$ cat src/rtl/iso14443a_tag_rx_decoder_pkg.sv
//==============================================================================
// Module   : iso14443a_tag_rx_decoder_pkg
// Brief    : Shared sequence codes, FSM state encoding and bit-timing
//            constants for the ISO14443-A tag response decoder.
// Revision : 1.0 - initial release
//==============================================================================
`timescale 1ns/1ps
`default_nettype none

package iso14443a_tag_rx_decoder_pkg;

   // One Manchester bit spans 8 slots, split into two 4-slot halves
   localparam int c_SLOTS_PER_BIT = 8;
   localparam int c_HALF_SLOTS    = 4;

   // Modulation sequences recognised per bit period
   typedef enum logic [1:0] {
      SEQ_D    = 2'd0,   // first half modulated  -> logic 1
      SEQ_E    = 2'd1,   // second half modulated -> logic 0
      SEQ_F    = 2'd2,   // no modulation         -> end of frame
      SEQ_COLL = 2'd3    // both halves modulated -> collision, read as 1
   } seq_t;

   typedef enum logic [1:0] {
      ST_IDLE = 2'd0,
      ST_SOF  = 2'd1,
      ST_DATA = 2'd2
   } state_t;

   // Map the two half-bit modulation counts onto a sequence code
   function automatic seq_t classify(input logic [2:0] m1,
                                     input logic [2:0] m2,
                                     input logic [2:0] thr);
      logic h1;
      logic h2;
      h1 = (m1 >= thr);
      h2 = (m2 >= thr);
      case ({h1, h2})
         2'b10:   classify = SEQ_D;
         2'b01:   classify = SEQ_E;
         2'b11:   classify = SEQ_COLL;
         default: classify = SEQ_F;
      endcase
   endfunction

endpackage

`default_nettype wire

$ cat src/rtl/iso14443a_tag_rx_decoder_halfbit_classifier.sv
//==============================================================================
// Module   : iso14443a_tag_rx_decoder_halfbit_classifier
// Brief    : Tracks the slot position inside a bit, counts modulated slots in
//            each half and reports the sequence code on the last slot.
// Revision : 1.0 - initial release
//==============================================================================
`timescale 1ns/1ps
`default_nettype none

module iso14443a_tag_rx_decoder_halfbit_classifier
   import iso14443a_tag_rx_decoder_pkg::*;
#(
   parameter int HALF_THRESH = 2
)(
   input  logic osc_clk,
   input  logic nreset,
   input  logic enable,
   input  logic active,       // decoder is inside SOF or DATA
   input  logic slot_strobe,
   input  logic curbit,
   output logic bit_done,     // combinational: this strobe closes a bit
   output seq_t seq           // combinational: sequence of the closing bit
);

   localparam logic [2:0] c_THR      = 3'(HALF_THRESH);
   localparam logic [2:0] c_LAST_IDX = 3'(c_SLOTS_PER_BIT - 1);
   localparam logic [2:0] c_HALF_IDX = 3'(c_HALF_SLOTS);

   logic [2:0] r_slot_idx;
   logic [2:0] r_m1;
   logic [2:0] r_m2;
   logic [2:0] w_m2_final;
   logic [2:0] w_cur;

   assign w_cur      = {2'b00, curbit};
   // The final slot belongs to the second half, so fold it in before deciding
   assign w_m2_final = r_m2 + w_cur;
   assign bit_done   = enable && active && slot_strobe && (r_slot_idx == c_LAST_IDX);
   assign seq        = classify(r_m1, w_m2_final, c_THR);

   // Slot index and half-bit modulation counters, advanced only on strobes
   always_ff @(negedge osc_clk or negedge nreset) begin
      if (!nreset) begin
         r_slot_idx <= '0;
         r_m1       <= '0;
         r_m2       <= '0;
      end else if (!enable) begin
         r_slot_idx <= '0;
         r_m1       <= '0;
         r_m2       <= '0;
      end else if (slot_strobe) begin
         if (!active) begin
            // The first modulated slot while idle is slot 0 of the SOF bit
            if (curbit) begin
               r_slot_idx <= 3'd1;
               r_m1       <= 3'd1;
               r_m2       <= '0;
            end
         end else if (r_slot_idx == c_LAST_IDX) begin
            r_slot_idx <= '0;
            r_m1       <= '0;
            r_m2       <= '0;
         end else begin
            r_slot_idx <= r_slot_idx + 3'd1;
            if (r_slot_idx < c_HALF_IDX) begin
               r_m1 <= r_m1 + w_cur;
            end else begin
               r_m2 <= r_m2 + w_cur;
            end
         end
      end
   end

endmodule

`default_nettype wire

$ cat src/rtl/iso14443a_tag_rx_decoder.sv
//==============================================================================
// Module   : iso14443a_tag_rx_decoder
// Brief    : ISO14443-A tag response decoder: SOF detection, LSB-first byte
//            assembly, odd-parity check, collision and overflow flags.
// Revision : 1.0 - initial release
//==============================================================================
`timescale 1ns/1ps
`default_nettype none

module iso14443a_tag_rx_decoder
   import iso14443a_tag_rx_decoder_pkg::*;
#(
   parameter int HALF_THRESH = 2,
   parameter int MAX_BYTES   = 64
)(
   input  logic       osc_clk,
   input  logic       nreset,
   input  logic       enable,
   input  logic       slot_strobe,
   input  logic       curbit,
   output logic [7:0] byte_data,
   output logic       byte_valid,
   output logic       parity_err,
   output logic [2:0] last_bits,
   output logic       frame_start,
   output logic       frame_end,
   output logic       collision,
   output logic       overflow
);

   localparam int                 c_CNT_W   = $clog2(MAX_BYTES + 1);
   localparam logic [c_CNT_W-1:0] c_MAX_CNT = c_CNT_W'(MAX_BYTES);

   state_t             r_state, w_state_nxt;
   logic [7:0]         r_shift, w_shift_nxt;
   logic [3:0]         r_bit_idx, w_bit_idx_nxt;
   logic [c_CNT_W-1:0] r_byte_cnt, w_byte_cnt_nxt, w_cnt_inc;

   logic [7:0] w_byte_data_nxt;
   logic       w_byte_valid_nxt, w_parity_err_nxt, w_frame_start_nxt, w_frame_end_nxt;
   logic       w_collision_nxt, w_overflow_nxt;
   logic [2:0] w_last_bits_nxt;

   logic       w_active, w_bit_done, w_bit;
   seq_t       w_seq;

   assign w_active  = (r_state != ST_IDLE);
   assign w_bit     = (w_seq != SEQ_E);
   assign w_cnt_inc = r_byte_cnt + c_CNT_W'(1);

   iso14443a_tag_rx_decoder_halfbit_classifier #(
      .HALF_THRESH (HALF_THRESH)
   ) u_classifier (
      .osc_clk     (osc_clk),
      .nreset      (nreset),
      .enable      (enable),
      .active      (w_active),
      .slot_strobe (slot_strobe),
      .curbit      (curbit),
      .bit_done    (w_bit_done),
      .seq         (w_seq)
   );

   // State register
   always_ff @(negedge osc_clk or negedge nreset) begin
      if (!nreset) r_state <= ST_IDLE;
      else         r_state <= w_state_nxt;
   end

   // Next-state, datapath and output decisions for each completed bit
   always_comb begin
      w_state_nxt       = r_state;
      w_shift_nxt       = r_shift;
      w_bit_idx_nxt     = r_bit_idx;
      w_byte_cnt_nxt    = r_byte_cnt;
      w_byte_data_nxt   = byte_data;
      w_byte_valid_nxt  = 1'b0;
      w_parity_err_nxt  = parity_err;
      w_last_bits_nxt   = last_bits;
      w_frame_start_nxt = 1'b0;
      w_frame_end_nxt   = 1'b0;
      w_collision_nxt   = collision;
      w_overflow_nxt    = overflow;
      if (!enable) begin
         // Leaving listen mode silently; sticky flags survive until next SOF
         w_state_nxt    = ST_IDLE;
         w_shift_nxt    = '0;
         w_bit_idx_nxt  = '0;
         w_byte_cnt_nxt = '0;
      end else begin
         case (r_state)
            ST_IDLE: begin
               if (slot_strobe && curbit) w_state_nxt = ST_SOF;
            end
            ST_SOF: begin
               if (w_bit_done) begin
                  if (w_seq == SEQ_D) begin
                     w_state_nxt       = ST_DATA;
                     w_frame_start_nxt = 1'b1;
                     w_collision_nxt   = 1'b0;
                     w_overflow_nxt    = 1'b0;
                     w_shift_nxt       = '0;
                     w_bit_idx_nxt     = '0;
                     w_byte_cnt_nxt    = '0;
                  end else begin
                     w_state_nxt = ST_IDLE;
                  end
               end
            end
            ST_DATA: begin
               if (w_bit_done) begin
                  if (w_seq == SEQ_F) begin
                     // End of frame: flush any partial byte first
                     if (r_bit_idx == 4'd8) begin
                        w_byte_valid_nxt = 1'b1;
                        w_byte_data_nxt  = r_shift;
                        w_parity_err_nxt = 1'b1;
                        w_last_bits_nxt  = 3'd0;
                     end else if (r_bit_idx != 4'd0) begin
                        w_byte_valid_nxt = 1'b1;
                        w_byte_data_nxt  = r_shift >> (4'd8 - r_bit_idx);
                        w_parity_err_nxt = 1'b0;
                        w_last_bits_nxt  = r_bit_idx[2:0];
                     end
                     w_frame_end_nxt = 1'b1;
                     w_state_nxt     = ST_IDLE;
                     w_bit_idx_nxt   = '0;
                     w_byte_cnt_nxt  = '0;
                  end else begin
                     if (w_seq == SEQ_COLL) w_collision_nxt = 1'b1;
                     if (r_bit_idx == 4'd8) begin
                        w_byte_valid_nxt = 1'b1;
                        w_byte_data_nxt  = r_shift;
                        w_parity_err_nxt = (w_bit != ~^r_shift);
                        w_last_bits_nxt  = 3'd0;
                        w_bit_idx_nxt    = '0;
                        w_byte_cnt_nxt   = w_cnt_inc;
                        if (w_cnt_inc == c_MAX_CNT) begin
                           w_overflow_nxt  = 1'b1;
                           w_frame_end_nxt = 1'b1;
                           w_state_nxt     = ST_IDLE;
                           w_byte_cnt_nxt  = '0;
                        end
                     end else begin
                        // Shift in from the top so the first bit ends at bit 0
                        w_shift_nxt   = {w_bit, r_shift[7:1]};
                        w_bit_idx_nxt = r_bit_idx + 4'd1;
                     end
                  end
               end
            end
            default: w_state_nxt = ST_IDLE;
         endcase
      end
   end

   // Datapath and registered outputs
   always_ff @(negedge osc_clk or negedge nreset) begin
      if (!nreset) begin
         r_shift     <= '0;
         r_bit_idx   <= '0;
         r_byte_cnt  <= '0;
         byte_data   <= '0;
         byte_valid  <= 1'b0;
         parity_err  <= 1'b0;
         last_bits   <= '0;
         frame_start <= 1'b0;
         frame_end   <= 1'b0;
         collision   <= 1'b0;
         overflow    <= 1'b0;
      end else begin
         r_shift     <= w_shift_nxt;
         r_bit_idx   <= w_bit_idx_nxt;
         r_byte_cnt  <= w_byte_cnt_nxt;
         byte_data   <= w_byte_data_nxt;
         byte_valid  <= w_byte_valid_nxt;
         parity_err  <= w_parity_err_nxt;
         last_bits   <= w_last_bits_nxt;
         frame_start <= w_frame_start_nxt;
         frame_end   <= w_frame_end_nxt;
         collision   <= w_collision_nxt;
         overflow    <= w_overflow_nxt;
      end
   end

endmodule

`default_nettype wire
$ cat config.mk
export PLATFORM = sky130hd
export DESIGN_NAME = iso14443a_tag_rx_decoder
export DESIGN_NICKNAME = d
export VERILOG_FILES = /design/src/rtl/iso14443a_tag_rx_decoder_pkg.sv /design/src/rtl/iso14443a_tag_rx_decoder_halfbit_classifier.sv /design/src/rtl/iso14443a_tag_rx_decoder.sv
export SDC_FILE = /design/constraint.sdc
export NUM_CORES = 1
export LEC_CHECK = 0
export CAP_MARGIN = 0
export CORE_ASPECT_RATIO = 1.25
export CORE_MARGIN = 2
export CORE_UTILIZATION = 53
export DETAILED_ROUTE_END_ITERATION = 10
export GPL_TIMING_DRIVEN = 1
export PLACE_DENSITY_LB_ADDON = 0.08
export SLEW_MARGIN = 20
export SYNTH_ARGS = -nofsm -noshare
export SYNTH_HDL_FRONTEND = slang
export SYNTH_SLANG_ARGS = --single-unit
$ cat constraint.sdc
create_clock -name osc_clk -period 2.3 [get_ports osc_clk]
set_clock_uncertainty 0.05 [all_clocks]
set_input_delay 0.575 -clock osc_clk [delete_from_list [all_inputs] [get_ports osc_clk]]
set_output_delay 0.575 -clock osc_clk [all_outputs]
set_load 0.02 [all_outputs]
==> flow_summary.ini <==
[power_and_ir_drop]
p_total_mw = 1.74
powerDensity_nw_per_um2 = 418
irDropWorstVdd_uv = 455
power_leakage_nw = 1.82

[setup_path]
setup.worst_path.end_class = flop
critPathMaxFanout = 5
worstRegToRegCells = 6
crit_chain = buf_8 > ha_4 > ha_4 > buf_12 > xnor2_4 > a31oi_4 > nor2_4 > mux2_4
cpMostUsedCell = ha_4
slowest_delay_ns = 0.32
rrSetupSlack_ns = 0.06
critPathSlowestCell = mux2_4
rr_startpoint = u_classifier.r_slot_idx[0]$_DFFE_NN0P_
crit_path_start_kind = input port
worst_ep_required_time_ns = 1.26
rr_endpoint = last_bits[1]$_DFFE_NN0P_
crit_type = input port to flop
arrival_ns = 2.08

[final_layout]
seq_area_sq_um = 1180
multi_input_area_sq_um = 1910
final_area_sq_um = 4150
insertedDiodeCount = 0
fin_nets = 386
fillers = 298
utilization_pct = 81.8
area_delta_synth_final_pct = 48.1
drive_above_1_share_pct = 45.0

[global_route]
globalRouteOverflowTotal = 0
grt_first_pass_wirelength_um = 12100
grt_pass1_vias = 2533
antenna_found_initial = 0
grt_max_degree = 48
grt_util_all_layers_pct = 25.7

[synthesis]
synthSimpleGateAreaFrac_pct = 18.6
synth_top_family_by_area = compound AO/OA/AOI/OAI gates
synthAdderAreaFrac_pct = 4.02
synth_edf_count = 0
synth.distinct_cells = 62
ys_seq_area_share_pct = 41.9
netlist.top_cell.by_area = dfrtn_1
synth_xor_area_share_pct = 3.12
syn-cell-area_sq_um = 2800
yosysMostFrequentCell = dfrtn_1
synth_compound_gate_area_share_pct = 22.1
yosysWarnings = 0
synth-async-reset-ratio_pct = 100
synth-seq-cells = 47
synth_common_cells = dfrtn_1, nor2_1, a21oi_1
synth_area_leaders = dfrtn_1, ha_1, nor2_1, a21oi_1, o21ai_0
synth_mux_area_share_pct = 6.69
syn_area_per_cell_sq_um = 9.70
synth_ff_type = dfrtn_1
syn_inst = 289
syn-num-nets = 303
yosysTopAreaCellShare_pct = 41.9

[clock_network]
cts_tree = built
cts-hold-fix-buffers = 0
clock_sinks = 47
clk_pin_slew_ns = 0.06
cts_max_path_buffers = 2
cts_buffers = 5
htree_levels = 2
cts_root_buf = clkbuf_8
insertion_delay_ns = 0.31

[drt]
met2WireLength_um = 4110
vias_per_cell = 6.02
met3_length_um = 217
drt_iter0_drc = 147
wl_um = 7630
drc = 0
postRouteAntennaNets = 0
dr.pass1.iters = 4
wire_per_inst_um = 17.5
wl_met1_um = 3140
via_count = 2619
top_layer_used = met4

[outcome]
violations = negative setup slack
status = finished, violations left

[hold_path]
holdPathStages = 1
holdCritPathClass = flop to flop
holdPathEnd = r_byte_cnt[5]$_DFFE_NN0P_
min_from = r_byte_cnt[5]$_DFFE_NN0P_

[sta]
setup_tns_ns = -35.18
tightest_slew_ns = 0.495
hold_viol = 0
grt_setup_unrepaired = yes
layout_setup_ws_ns = -0.824
slew_viol_final = 0
setup_viol = 63
slew_headroom_pct = 66.7

[floorplan]
fp.dieW_um = 69.1
die_y_um = 85.3
rows = 29
initial_core_util_pct = 55.2
num_io_pins = 22
core_sq_um = 5080
dieArea_sq_um = 5890

[place]
dpl-instance-area_sq_um = 3470
gp_congestion = 0.804
dp_hpwl_um = 4700
port_buffers = 21

[run]
max_cap_violations = 0
## worst max-delay path by stage
stage                      start                        end  slack (ns)  cells past startpoint
after CTS                 curbit   last_bits[1]$_DFFE_NN0P_       -0.81                      7
final                     curbit   last_bits[1]$_DFFE_NN0P_       -0.82                      8
after global placement    curbit  r_byte_cnt[4]$_DFFE_NN0P_       -1.47                     10
after global routing      curbit  r_byte_cnt[3]$_DFFE_NN0P_       -0.87                     10
after detailed placement  curbit  r_byte_cnt[0]$_DFFE_NN0P_       -1.49                      9
after floorplan           curbit   last_bits[0]$_DFFE_NN0P_       -0.91                      6
## sequential cells by signal (all words and copies together) (netlist names)
name and count:
byte_data 8, r_shift 8, r_byte_cnt 7, u_classifier.r_slot_idx 3
byte_valid 1, overflow 1, frame_end 1, frame_start 1
last_bits 3, u_classifier.r_m1 3, parity_err 1, r_state 2
collision 1, r_bit_idx 4, u_classifier.r_m2 3
## cell usage in the layout, fill, tap and decap left out, types with 3 or more instances in the layout
| cell | synthesis | routed |
|---|---|---|
| a22oi_2 | 1 | 6 |
| o21ai_0 | 18 | 6 |
| clkbuf_8 | 0 | 5 |
| nand2_1 | 16 | 14 |
| and2_4 | 0 | 3 |
| nor2_4 | 1 | 3 |
| inv_1 | 7 | 7 |
| ha_4 | 0 | 4 |
| buf_12 | 0 | 3 |
| ha_1 | 9 | 5 |
| o21ai_2 | 1 | 5 |
| a21oi_2 | 0 | 8 |
| nor2b_1 | 4 | 3 |
| buf_6 | 2 | 34 |
| nand3_1 | 12 | 8 |
| a21oi_1 | 20 | 10 |
| xnor2_1 | 8 | 7 |
| dfrtn_1 | 47 | 47 |
| nor2_1 | 27 | 24 |
| nand2b_1 | 3 | 3 |
| nand3b_1 | 3 | 3 |
| nand3_2 | 0 | 4 |
| a31oi_1 | 3 | 3 |
| mux2_4 | 1 | 4 |
| a22o_1 | 8 | 8 |
| buf_2 | 5 | 3 |
| nand4_1 | 3 | 3 |
| mux2_2 | 4 | 3 |
| o21ai_1 | 18 | 24 |
| buf_4 | 1 | 46 |
| mux2i_1 | 3 | 3 |
| a32o_1 | 3 | 3 |
## critical path, delay by kind of cell
kind                     cells  cell delay [ns]
AO/OA/AOI/OAI                1             0.14
XOR/XNOR                     1             0.24
adder cells (fa/ha/maj)      2             0.33
buffers and inverters        2             0.23
multiplexers                 1             0.32
AND/OR/NAND/NOR              1             0.23
## repair_timing
item	in CTS	in global routing
setup buffers	20	13
setup endpoints to repair	64	64
resized for setup	156	24
cloned	2	0
pin swaps	30	14
## logic make-up after synthesis
family | after synthesis
compound gates | 96
xor+xnor | 10
fa+ha+maj | 9
buf+inv | 19
flops | 47
mux | 13
simple gates | 95
## power by group
part           switching [mW]  leakage, nW  internal [mW]  total, mW
Combinational          0.0837         1.10         0.0800      0.164
Clock                   0.291       0.0654          0.435      0.726
Sequential             0.0104        0.648          0.837      0.847
Total                   0.385         1.82           1.35       1.74
## final cells by class
cell class / count / share of cell area (%)
multi-input combinational: 223 / 45.9
clock buffer: 6 / 1.75
timing repair buffer: 88 / 20.1
clock inverter: 2 / 1.45
sequential: 47 / 28.3
tap: 62 / 1.87
inverter: 7 / 0.633
## layer usage
metal  up-vias  global-route usage [%]
met3        18                    3.56
met4         0                    7.49
li1       1240                       -
met1      1294                    30.8
met2        67                    48.0
met5         -                       0
## metrics by stage
stage                     setup WS [ns]  hold WS [ns]  std cells
after CTS                        -0.805         0.407        425
after global routing             -0.872         0.436        435
after detailed placement          -1.49         0.404        396
after floorplan                  -0.910         0.369        289
final                            -0.824         0.406        435
after global placement            -1.47         0.390        396
Note: power is estimated with default switching activity, not from simulation.
